### src/rtl/csr_hpm_counters_pkg.sv
// Shared constants for the performance-counter CSR slice: CSR addresses,
// privilege encoding, event-select width and an address-region classifier.
package csr_hpm_counters_pkg;

    localparam logic [11:0] MCYCLE        = 12'hB00;
    localparam logic [11:0] MINSTRET      = 12'hB02;
    localparam logic [11:0] MHPMCOUNTER3  = 12'hB03;
    localparam logic [11:0] MCYCLEH       = 12'hB80;
    localparam logic [11:0] MINSTRETH     = 12'hB82;
    localparam logic [11:0] MHPMCOUNTER3H = 12'hB83;
    localparam logic [11:0] CYCLE         = 12'hC00;
    localparam logic [11:0] TIME          = 12'hC01;
    localparam logic [11:0] INSTRET       = 12'hC02;
    localparam logic [11:0] HPMCOUNTER3   = 12'hC03;
    localparam logic [11:0] CYCLEH        = 12'hC80;
    localparam logic [11:0] TIMEH         = 12'hC81;
    localparam logic [11:0] INSTRETH      = 12'hC82;
    localparam logic [11:0] MHPMEVENT3    = 12'h323;
    localparam logic [11:0] MHPMEVENT31   = 12'h33F;

    localparam int EVSEL_W = 5;

    typedef enum logic [1:0] {
        PRIV_U = 2'b00,
        PRIV_S = 2'b01,
        PRIV_M = 2'b11
    } priv_e;

    typedef enum logic [1:0] {
        RGN_NONE,
        RGN_MCNT,   // B00..B1F, B80..B9F
        RGN_UCNT,   // C00..C1F, C80..C9F
        RGN_EVT     // 323..33F
    } csr_rgn_e;

    function automatic csr_rgn_e csr_region(input logic [11:0] adr);
        csr_rgn_e r;
        r = RGN_NONE;
        if (adr[11:8] == 4'hB && adr[6:5] == 2'b00)      r = RGN_MCNT;
        else if (adr[11:8] == 4'hC && adr[6:5] == 2'b00) r = RGN_UCNT;
        else if (adr >= MHPMEVENT3 && adr <= MHPMEVENT31) r = RGN_EVT;
        return r;
    endfunction

endpackage

### src/rtl/csr_hpm_counters_counter.sv
// One 64-bit performance counter. A CSR write always beats the increment;
// with XLEN=32 each half is written separately and the untouched half is kept.
module hpm_counter #(
    parameter int XLEN = 64
) (
    input  logic            clk,
    input  logic            reset,
    input  logic            inc_i,
    input  logic            wrlo_i,
    input  logic            wrhi_i,
    input  logic [XLEN-1:0] wrval_i,
    output logic [63:0]     cnt_o
);

    logic [63:0] cnt_q, cnt_d, wr64;

    assign wr64 = 64'(wrval_i);

    // Next value: write (either half) suppresses the increment of the whole counter
    always_comb begin
        cnt_d = cnt_q;
        if (XLEN == 64) begin
            if (wrlo_i)     cnt_d = wr64;
            else if (inc_i) cnt_d = cnt_q + 64'd1;
        end else begin
            if (wrlo_i) cnt_d[31:0]  = wr64[31:0];
            if (wrhi_i) cnt_d[63:32] = wr64[31:0];
            if (!wrlo_i && !wrhi_i && inc_i) cnt_d = cnt_q + 64'd1;
        end
    end

    // Counter register, cleared by synchronous reset
    always_ff @(posedge clk) begin
        if (reset) cnt_q <= '0;
        else       cnt_q <= cnt_d;
    end

    assign cnt_o = cnt_q;

endmodule

### src/rtl/csr_hpm_counters.sv
// Machine/user performance counters with user aliases and access checking.
// Optional feature macro HPM_COUNTERS_EN: when defined, mhpmcounter3..(2+NUM_HPM)
// and their mhpmevent selectors exist; otherwise only cycle/instret/time.
module csr_hpm_counters
    import csr_hpm_counters_pkg::*;
#(
    parameter int XLEN        = 64,
    parameter int NUM_HPM     = 4,
    parameter int S_SUPPORTED = 1,
    parameter int U_SUPPORTED = 1
) (
    input  logic            clk,
    input  logic            reset,
    input  logic            CSRCWriteM,
    input  logic [11:0]     CSRAdrM,
    input  logic [XLEN-1:0] CSRWriteValM,
    input  logic [1:0]      PrivilegeModeW,
    input  logic [31:0]     MCOUNTEREN_REGW,
    input  logic [31:0]     SCOUNTEREN_REGW,
    input  logic [31:0]     MCOUNTINHIBIT_REGW,
    input  logic            InstrRetiredM,
    input  logic [31:0]     HPMEventM,
    input  logic [63:0]     MTIME,
    output logic [XLEN-1:0] CSRCReadValM,
    output logic            IllegalCSRCAccessM
);

`ifdef HPM_COUNTERS_EN
    localparam int NHPM = NUM_HPM;
`else
    localparam int NHPM = 0;
`endif

    csr_rgn_e                  rgn;
    logic [4:0]                idx;
    logic                      hi;
    logic                      illegal;
    logic [31:0]               inc, wrlo, wrhi, evwr;
    logic [31:0][63:0]         cnt;
    logic [31:0][EVSEL_W-1:0]  evsel;
    logic [63:0]               rd64;

    assign rgn = csr_region(CSRAdrM);
    assign idx = CSRAdrM[4:0];   // counter index; also event index since 0x320 has zero low bits
    assign hi  = CSRAdrM[7];

    // Access check: missing address (B01/B81), high half on RV64, alias writes, alias permissions
    always_comb begin
        illegal = 1'b0;
        case (rgn)
            RGN_MCNT: illegal = (idx == 5'd1) || (hi && XLEN == 64);
            RGN_UCNT: begin
                illegal = CSRCWriteM || (hi && XLEN == 64);
                if (PrivilegeModeW != PRIV_M) begin
                    if (U_SUPPORTED == 0)          illegal = 1'b1;
                    if (!MCOUNTEREN_REGW[idx])     illegal = 1'b1;
                    if (S_SUPPORTED != 0 && PrivilegeModeW == PRIV_U && !SCOUNTEREN_REGW[idx])
                        illegal = 1'b1;
                end
            end
            default: illegal = 1'b0;
        endcase
    end

    assign IllegalCSRCAccessM = illegal;

    // Write strobes: only legal writes to machine counters / event selectors land
    always_comb begin
        wrlo = '0;
        wrhi = '0;
        evwr = '0;
        if (CSRCWriteM && !illegal) begin
            case (rgn)
                RGN_MCNT: if (hi) wrhi[idx] = 1'b1; else wrlo[idx] = 1'b1;
                RGN_EVT:  evwr[idx] = 1'b1;
                default:  ;
            endcase
        end
    end

    // Increment conditions; unimplemented selectors read 0 and so never fire
    always_comb begin
        inc    = '0;
        inc[0] = ~MCOUNTINHIBIT_REGW[0];
        inc[2] = InstrRetiredM & ~MCOUNTINHIBIT_REGW[2];
        for (int i = 3; i < 32; i++)
            inc[i] = HPMEventM[evsel[i]] & (evsel[i] != '0) & ~MCOUNTINHIBIT_REGW[i];
    end

    for (genvar i = 0; i < 32; i++) begin : g_cnt
        localparam bit IS_HPM = (i >= 3) && (i < 3 + NHPM);
        localparam bit IMPL   = (i == 0) || (i == 2) || IS_HPM;

        if (IMPL) begin : g_impl
            hpm_counter #(.XLEN(XLEN)) u_cnt (
                .clk     (clk),
                .reset   (reset),
                .inc_i   (inc[i]),
                .wrlo_i  (wrlo[i]),
                .wrhi_i  (wrhi[i]),
                .wrval_i (CSRWriteValM),
                .cnt_o   (cnt[i])
            );
        end else begin : g_none
            assign cnt[i] = '0;
        end

        if (IS_HPM) begin : g_ev
            logic [EVSEL_W-1:0] ev_q, ev_d;
            // Event selector keeps only the low select bits of a write
            always_comb begin
                ev_d = ev_q;
                if (evwr[i]) ev_d = CSRWriteValM[EVSEL_W-1:0];
            end
            // Event selector register
            always_ff @(posedge clk) begin
                if (reset) ev_q <= '0;
                else       ev_q <= ev_d;
            end
            assign evsel[i] = ev_q;
        end else begin : g_noev
            assign evsel[i] = '0;
        end
    end

    // Read mux: time comes from the platform timer, high halves shift down, illegal reads 0
    always_comb begin
        rd64 = '0;
        case (rgn)
            RGN_MCNT: rd64 = cnt[idx];
            RGN_UCNT: rd64 = (idx == 5'd1) ? MTIME : cnt[idx];
            RGN_EVT:  rd64 = 64'(evsel[idx]);
            default:  rd64 = '0;
        endcase
        if (hi)      rd64 = {32'b0, rd64[63:32]};
        if (illegal) rd64 = '0;
    end

    assign CSRCReadValM = XLEN'(rd64);

    logic unused_ok;
    assign unused_ok = ^{wrlo, wrhi, evwr, inc, HPMEventM[0], MCOUNTINHIBIT_REGW[1]};

endmodule
### config.mk
export PLATFORM = sky130hd
export DESIGN_NAME = csr_hpm_counters
export DESIGN_NICKNAME = d
export VERILOG_FILES = /design/src/rtl/csr_hpm_counters_pkg.sv /design/src/rtl/csr_hpm_counters_counter.sv /design/src/rtl/csr_hpm_counters.sv
export SDC_FILE = /design/constraint.sdc
export NUM_CORES = 1
export LEC_CHECK = 0
export CAP_MARGIN = 30
export CORE_ASPECT_RATIO = 0.75
export CORE_UTILIZATION = 35
export DETAILED_ROUTE_END_ITERATION = 8
export PLACE_DENSITY_LB_ADDON = 0.1
export SLEW_MARGIN = 20
export SYNTH_ARGS = -nofsm -noshare
export SYNTH_HDL_FRONTEND = slang
export SYNTH_SLANG_ARGS = --single-unit
### constraint.sdc
create_clock -name clk -period 8.4 [get_ports clk]
set_clock_uncertainty 0.1 [all_clocks]
set_input_delay 1.26 -clock clk [delete_from_list [all_inputs] [get_ports clk]]
set_output_delay 1.26 -clock clk [all_outputs]
set_load 0.02 [all_outputs]
# Yosys cells after proc, flatten, opt, wreduce, memory -nomap -nowiden
# Memory sizes are Yosys's and may differ from the RTL's.
# Index checks and enable logic that the tools add are counted.
# totals
rom_bits	160
regBits	128
inputBits	274
output_inout_bits	65
n_memories	1
# mem_list
name	depth	word_bits	read_ports	rd_ports_with_merged_regs	wr	line	text
(name not given)	32	5	1	0	0	csr_hpm_counters.sv:132	RGN_EVT: rd64 = 64'(evsel[idx]);
# op_classes
add_sub_neg	2
n_eq_ne	8
bitwise	2
n_lt_le_gt_ge	4
reduce_logical	13
n_mux	27
# op_table
cell	count
64-bit 2-to-1 mux	8
64-bit binary-select mux with 5-bit select	1
64-bit case mux with 3 select lines	1
64-bit by 1-bit adder with 64-bit output (second input constant)	2
12-bit by 10-bit greater-or-equal comparator with 1-bit output (second input constant)	1
12-bit by 10-bit less-or-equal comparator with 1-bit output (second input constant)	1
1-bit binary-select mux with 5-bit select	2
3-bit 2-to-1 mux	3
4-bit equality test (second input constant)	2
1-bit logical AND	6
5-bit by 6-bit less-than comparator with 1-bit output (second input constant)	1
1-bit 2-to-1 mux	6
2-bit 2-to-1 mux	3
1-bit demux with 5-bit select	1
5-bit by 1-bit equality test with 1-bit output (second input constant)	1
5-bit by 1-bit greater-or-equal comparator with 1-bit output (second input constant)	1
5-bit 2-to-1 mux	1
2-bit equality test (second input constant)	2
2-bit zero test	2
2-bit by 1-bit equality test with 1-bit output (second input constant)	1
1-bit zero test	2
1-bit logical OR	2
2-bit by 1-bit != test with 1-bit output (second input constant)	1
2-bit != test (second input constant)	1
other kinds (4)	4

# Depth between registers and ports, before layout
# Gate-level depths: netlist of the first run.
# depth
ltp_word	11
depth_mapped	10
mapped_depth_nobuf	7

# Hierarchy
# Synthesis of the first run repeated with hierarchy kept, for this count alone.
# hier_totals
hier_cells	1320
area_unflattened_um2	10573.9
# modules_own_cells
mod	area_each_um2	cells_per_inst	seq_area_each_um2	instances
hpm_counter	3764.9	480	1281.2	2
csr_hpm_counters	3044.2	360	0.0	1

# Least setup slack after synthesis of the first run
# No wires, ideal clock.
# synth_path
path_type	input to output
from	input port CSRAdrM[0]
to	output port CSRCReadValM[10]
setup_slack_ns	3.616
t_required_ns	7.040
arrival_ns	3.424
path_buffers	4
path_stages	10
path_cell_list	buf_4 buf_2 buf_2 mux2i_1 a22oi_1 nand3_1 a211oi_1 nor3_1 clkbuf_1 nor3_1
# synth_via
elab_chain_cells	9
elab_cells_between_ends	27
cone_classes	order compare (2); eq/ne (4); mux (17); reduce/logical (4)
# synth_rtl
item	line	text
start: declaration	csr_hpm_counters.sv:15	input logic [11:0] CSRAdrM,
12-bit by 10-bit greater-or-equal comparator with 1-bit output or 12-bit by 10-bit less-or-equal comparator with 1-bit output (tied branches)	csr_hpm_counters_pkg.sv:41	else if (adr >= MHPMEVENT3 && adr <= MHPMEVENT31) r = RGN_EVT;
1-bit logical AND	csr_hpm_counters_pkg.sv:41	
2-bit 2-to-1 mux	csr_hpm_counters_pkg.sv:41	
2-bit 2-to-1 mux	csr_hpm_counters_pkg.sv:40	else if (adr[11:8] == 4'hC && adr[6:5] == 2'b00) r = RGN_UCNT;
2-bit 2-to-1 mux	csr_hpm_counters_pkg.sv:39	if (adr[11:8] == 4'hB && adr[6:5] == 2'b00) r = RGN_MCNT;
2-bit equality test (tied with other cells)	-	
64-bit case mux with 3 select lines	csr_hpm_counters.sv:129	case (rgn)
64-bit 2-to-1 mux	csr_hpm_counters.sv:135	if (hi) rd64 = {32'b0, rd64[63:32]};
64-bit 2-to-1 mux (*)	csr_hpm_counters.sv:136	if (illegal) rd64 = '0;
end: declaration	csr_hpm_counters.sv:24	output logic [XLEN-1:0] CSRCReadValM,
# Mark *: on every way between the ends. The rest lies on a longest branch, timed or not. The select of a mux whose other input is x is not followed.

# Worst setup path after layout of the first run
# layout_path
from	input port CSRAdrM[0]
to	output port CSRCReadValM[11]
# The elaborated chain is that of the path after synthesis.

==> metrics.yaml, run 1 <==
layout:
  nets: 1654
  fillCellCount: 2547
  largest_reg_flops: 128
  synthToLayoutAreaGrowth_pct: 37.9
  drive_gt1_share_pct: 5.61
  final_util_pct: 49.3
die:
  die_area_um2: 27300
  ios: 339
  fp.dieW_um: 190
  core_area_um2: 26000
  fp-row-count: 51
  die_h_um: 143
  initial_utilization_pct: 35.8
sta:
  hold_viol: 0
  max_slew.worst_pin.slew_ns: 0.979
  setup_violations: 0
  timing.final.ws_setup_ns: 1.96
  slew_headroom_pct: 34.2
  grt_setup_unrepaired: "false"
  final_max_slew_viol_count: 0
  finalCritPeriodShare_pct: 76.6
  finalSetupTns_ns: 0
  fin_crit_ns: 6.44
  hold_ws_ns: 0.428
  fmax_mhz: 155
cts:
  worstSkewPairLatency_ns: 0.43
  cts_tree: "built"
  path_clk_slew_ns: 0.06
  clock_sinks: 128
  root_buffer: "clkbuf_16"
  htree_levels: 4
  cts_setup_buffers: 0
  post_cts_resized: 0
  numCtsBuffers: 17
  cts_buffer_depth: 2
  postCtsHoldBufs: 0
grt:
  grt_pass1_vias: 8972
  overflow: 0
  grt_max_degree: 92
  grt_pass1_wl_um: 51100
  track_usage_pct: 24.1
  antenna_found_initial: 1
routing:
  drt_first_pass_iters: 5
  drc: 0
  vias: 9623
  wl_met1_um: 16800
  first_iter_violations: 619
  highest_layer: "met4"
  dr_wl_met3_um: 2060
  vias_per_cell: 5.54
  routedWlPerCell_um: 19.2
  routed_wirelength_um: 33300
  met2WireLength_um: 14100
  ant_nets: 0
logic_synthesis:
  ys_types: 51
  avgSynthCellArea_um2: 8.03
  ys_ff_latch: 128
  synth-seq-area-share_pct: 27.5
  synthArstFlopShare_pct: 0
  syn-cell-area_um2: 9310
  syn_inst: 1159
  synth_fp_nets: 1435
  yosysWarningCount: 0
  synth_edf_count: 0
  synth_top_flop_cell: "dfxtp_1"
worst_setup_path:
  cp_cell_sequence: "clkdlybuf4s50_1 -> buf_4 -> mux4_2 -> mux2i_1 -> and3_1 -> a211oi_1 -> nor3_2 -> buf_4 -> nor3_1 -> clkdlybuf4s50_1"
  critPathMaxStageDelay_ns: 0.77
  cp-start-kind: "input port"
  critPathKind: "in -> out"
  cp_slowest_cell: "clkdlybuf4s50_1"
  critPathRequiredTime_ns: 7.04
  cp-end-kind: "output pin"
  cp_max_fo: 25
  critPathArrivalTime_ns: 5.08
place:
  gp_congestion: 0.806
  port_buffers: 276
  pre_cts_ws_ns: 1.88
  dp_hpwl_um: 24500
pwr:
  p_per_area_nw_per_um2: 124
  leakage_nw: 4.29
  ir_drop_v: 0.000155
status:
  status: "finished clean"
hold_path:
  min-delay-path-class: "reg -> reg"
run:
  cap_violations: 0
-- cell usage after synthesis (2+ instances only) --
| master | number | share of area, % |
|---|---|---|
| and3_1 | 24 | 1.6 |
| a211oi_1 | 109 | 8.8 |
| a21oi_1 | 5 | 0.27 |
| a32oi_1 | 4 | 0.38 |
| or3_1 | 15 | 1.0 |
| nor3_2 | 4 | 0.43 |
| nor2b_1 | 6 | 0.40 |
| buf_6 | 8 | 0.97 |
| or2_2 | 3 | 0.20 |
| and2_1 | 4 | 0.27 |
| and4_1 | 12 | 1.1 |
| clkbuf_1 | 64 | 2.6 |
| nor4_1 | 12 | 0.81 |
| a31oi_1 | 2 | 0.13 |
| buf_1 | 2 | 0.081 |
| mux4_2 | 7 | 1.7 |
| a22oi_1 | 4 | 0.32 |
| a211o_1 | 3 | 0.28 |
| o2bb2ai_1 | 2 | 0.19 |
| dfxtp_1 | 128 | 28 |
| buf_2 | 14 | 0.75 |
| nor3_1 | 89 | 4.8 |
| nand4_1 | 36 | 2.4 |
| nor4_2 | 2 | 0.27 |
| mux2i_1 | 82 | 8.8 |
| nor2_1 | 157 | 6.3 |
| xor2_1 | 76 | 7.2 |
| nand2b_1 | 7 | 0.47 |
| or4_1 | 6 | 0.48 |
| nand2_1 | 55 | 2.2 |
| inv_1 | 13 | 0.52 |
| o21ai_0 | 11 | 0.59 |
| mux2_2 | 3 | 0.36 |
| a311oi_1 | 12 | 1.1 |
| a2bb2oi_1 | 62 | 5.8 |
| xnor2_1 | 38 | 3.6 |
| a22o_1 | 5 | 0.47 |
| ha_1 | 2 | 0.27 |
| nand3_1 | 59 | 3.2 |
-- final cells by class --
| type | instances | area [µm²] | share of cell area (%) |
|---|---|---|---|
| antenna | 1 | 2.50 | 0.0195 |
| clock buffer | 18 | 439 | 3.42 |
| clock inverter | 14 | 180 | 1.40 |
| inverter | 13 | 48.8 | 0.380 |
| sequential | 128 | 2560 | 20.0 |
| timing repair buffer | 289 | 2860 | 22.2 |
| tap | 344 | 430 | 3.35 |
| multi-input combinational | 929 | 6320 | 49.2 |
-- logic make-up (layout without fill, tap and decap cells) --
kind of cell	count (synthesis)	in the layout	share of synthesized area, %
AOI/OAI and AO/OA	221	221	18.6
xor gates and xnor gates	114	114	10.7
adders and majority gates	2	2	0.269
buffers and inverters	102	334	4.99
DFF	128	128	27.5
muxes	92	92	10.9
other	0	1	0
and+or+nand+nor	500	500	27.0
-- per-stage QoR --
stage               instances  instance area [µm²]  power (mW)
finish                   1736                12800        1.59
CTS                      1735                12800        1.60
global route             1736                12800        1.64
detailed placement       1703                12200       0.814
global placement         1703                12200       0.813
floorplan                1159                 9310       0.690
-- critical path: cells and delay by family --
kind,cells,cell delay (ns)
buffers and inverters,4,2.17
muxes,2,0.68
AOI/OAI and AO/OA,1,0.07
and+or+nand+nor,3,0.86
-- path summary, 6_finish.rpt --
path,end,start,slack [ns],cells after the start
worst max-delay path,CSRCReadValM[11],CSRAdrM[0],1.96,10
worst min-delay path,g_cnt[0].g_impl.u_cnt.cnt_o[28]$_SDFFE_PP0P_,g_cnt[0].g_impl.u_cnt.cnt_o[28]$_SDFFE_PP0P_,0.43,2
worst max register to register,g_cnt[0].g_impl.u_cnt.cnt_o[63]$_SDFFE_PP0P_,g_cnt[0].g_impl.u_cnt.cnt_o[31]$_SDFFE_PP0P_,5.28,6
worst min register to register,g_cnt[0].g_impl.u_cnt.cnt_o[28]$_SDFFE_PP0P_,g_cnt[0].g_impl.u_cnt.cnt_o[28]$_SDFFE_PP0P_,0.43,2
-- report_power, final --
part | leakage, nW | switching (mW) | internal (mW) | total [mW]
registers | 1.03 | 0.00365 | 0.610 | 0.613
clock network | 0.298 | 0.308 | 0.479 | 0.788
logic | 2.96 | 0.0725 | 0.115 | 0.188
-- routing by layer --
layer	up-vias	GRT usage, %
li1	4769	-
met1	4505	35.6
met2	320	36.2
met3	29	4.01
met4	0	5.26
met5	-	0
-- placed cells by master, fill, tap and decap left out, types with 15 or more instances in the layout --
cell type	synthesis	routed
dfxtp_1	128	128
xnor2_1	38	38
buf_4	1	15
a2bb2oi_1	62	62
nor2_1	157	156
xor2_1	76	76
nand3_1	59	59
mux2i_1	82	82
a211oi_1	109	109
nand4_1	36	36
nor3_1	89	87
and3_1	24	24
clkdlybuf4s50_1	0	274
nand2_1	55	54
clkbuf_16	0	17
or3_1	15	15
Power figures use the tool's default switching activity.
==> run 2: changes to the inputs <==
- clock period: 8.4 -> 6.27 ns (I/O delays scaled with it)
==> run 2 against run 1 <==
Compared with the run above: critical path depth unchanged; die area unchanged; setup slack got worse by 1.2 ns; register-to-register slack worse by 2.1 ns; wire length grew 0.13%; core utilization grew 0.61 points; cell area up 1.2%; critical path type unchanged; sequential cell count unchanged; total power up 39%.
==> metrics.yaml, run 2 (same netlist as run 1, synthesis figures left out) <==
die:
  fp.dieW_um: 190  # unchanged
  initial_utilization_pct: 35.8  # unchanged
  die_h_um: 143  # unchanged
  die_area_um2: 27300  # unchanged
  fp-row-count: 51  # unchanged
  ios: 339  # unchanged
  core_area_um2: 26000  # unchanged
sta:
  fmax_mhz: 182
  finalSetupTns_ns: 0  # unchanged
  final_max_slew_viol_count: 0  # unchanged
  slew_headroom_pct: 46.1  # +12 points
  finalCritPeriodShare_pct: 87.5
  max_slew.worst_pin.slew_ns: 0.808  # -0.171 ns
  hold_ws_ns: 0.449  # +0.0203 ns
  setup_violations: 0  # unchanged
  grt_setup_unrepaired: "false"
  hold_viol: 0  # unchanged
  fin_crit_ns: 5.48
cts:
  htree_levels: 4  # unchanged
  postCtsHoldBufs: 0  # unchanged
  cts_buffer_depth: 2  # unchanged
  root_buffer: "clkbuf_16"
  cts_setup_buffers: 0  # unchanged
  path_clk_slew_ns: 0.06  # about the same
  clock_sinks: 128  # unchanged
  cts_tree: "built"
  post_cts_resized: 0  # unchanged
  worstSkewPairLatency_ns: 0.43  # about the same
  numCtsBuffers: 17  # unchanged
pwr:
  leakage_nw: 4.36  # +1.6%
  ir_drop_v: 0.000181  # +17%
  p_per_area_nw_per_um2: 170  # +38%
layout:
  synthToLayoutAreaGrowth_pct: 39.6
  largest_reg_flops: 128  # unchanged
  layout_commonest_cell: "clkdlybuf4s50_1"
  drive_gt1_share_pct: 6.08  # +0.47 points
  layout_common_cells: "clkdlybuf4s50_1 (274), nor2_1 (156), dfxtp_1 (128)"
  fin_area_um2: 13000  # +1.2%
  final_util_pct: 49.9  # +0.61 points
  nets: 1661  # +0.42%
  fin_cells: 1743  # +0.40%
worst_setup_path:
  cp-end-kind: "output pin"
  critPathMaxStageDelay_ns: 0.74  # -0.03 ns
  critPathKind: "in -> out"
  cp_slowest_cell: "clkdlybuf4s50_1"
  cp_cell_sequence: "clkdlybuf4s50_1 -> buf_12 -> mux4_2 -> mux2i_1 -> and3_1 -> a211oi_1 -> nor3_2 -> buf_12 -> nor3_1 -> clkdlybuf4s50_1"
  worst-r2r-setup-slack_ns: 3.21  # -2.07 ns
  cp-start-kind: "input port"
  crit_buf_inv: 4  # unchanged
  critPathRequiredTime_ns: 5.23  # -1.81 ns
  crit_family: "buffers and inverters"
  critPathArrivalTime_ns: 4.44  # -0.64 ns
  cp_max_fo: 25  # unchanged
place:
  dpl_cell_area_um2: 12300  # +0.34%
  dp_hpwl_um: 24600  # +0.35%
  gp_congestion: 0.815  # +1.1%
  port_buffers: 276  # unchanged
  dp.cells: 1706  # +0.18%
grt:
  grt_max_degree: 89  # -3.3%
  overflow: 0  # unchanged
  track_usage_pct: 24.3  # +0.16 points
  grt_pass1_wl_um: 51700  # +1.0%
  grt_pass1_vias: 9058  # +0.96%
  antenna_found_initial: 0  # -1
routing:
  first_iter_violations: 586  # -5.3%
  routedWlPerCell_um: 19.2  # -0.27%
  vias: 9691  # +0.71%
  routed_wirelength_um: 33400  # +0.13%
  drc: 0  # unchanged
  ant_nets: 0  # unchanged
  drt_first_pass_iters: 7  # +2
  vias_per_cell: 5.56  # +0.30%
run:
  cap_violations: 0  # unchanged
status:
  status: "finished clean"
hold_path:
  min-delay-path-class: "reg -> reg"
run 2: per-layer routing:
metal	track usage, %	vias to the layer above	wire length [µm]
li1	-	4797	-
met1	35.3	4558	16600
met2	36.5	315	14200
met3	5.31	21	2270
met4	4.46	0	294
met5	0	-	0
run 2: worst reg2reg max path, stage by stage (launching register included):
cell      delay [ns]
dfxtp_1         0.44
nand4_2         0.22
or4_1           0.76
nor3_2          0.63
buf_4           0.29
nand4_1         0.14
xor2_1          0.18
a211oi_1        0.22
run 2: path summary, 6_finish.rpt:
| kind | from | endpoint | cells past startpoint |
|---|---|---|---|
| min reg2reg | g_cnt[2].g_impl.u_cnt.cnt_o[30]$_SDFFE_PP0P_ | g_cnt[2].g_impl.u_cnt.cnt_o[30]$_SDFFE_PP0P_ | 2 |
| max reg2reg | g_cnt[0].g_impl.u_cnt.cnt_o[2]$_SDFFE_PP0P_ | g_cnt[0].g_impl.u_cnt.cnt_o[63]$_SDFFE_PP0P_ | 7 |
| min | g_cnt[2].g_impl.u_cnt.cnt_o[30]$_SDFFE_PP0P_ | g_cnt[2].g_impl.u_cnt.cnt_o[30]$_SDFFE_PP0P_ | 2 |
| max | CSRAdrM[0] | CSRCReadValM[10] | 10 |
run 2: area by class of cell:
| cell class | instances | area [µm²] |
|---|---|---|
| antenna | 1 | 2.50 |
| sequential | 128 | 2560 |
| inverter | 13 | 48.8 |
| timing repair buffer | 296 | 2970 |
| multi-input combinational | 929 | 6310 |
| fill | 2569 | 13000 |
| clock inverter | 12 | 205 |
| clock buffer | 20 | 467 |
| tap | 344 | 430 |
run 2: power breakdown:
part | internal [mW] | total, mW | switching, mW
sequential | 0.817 | 0.822 | 0.00493
clock | 0.740 | 1.14 | 0.398
combinational | 0.156 | 0.253 | 0.0973
run 2: metrics by stage:
step / power, mW / worst slack [ns]
floorplan: 0.924 / 2.13
global placement: 1.09 / 0.749
detailed placement: 1.09 / 0.799
CTS: 2.23 / 0.778
global route: 2.28 / 0.585
finish: 2.21 / 0.787
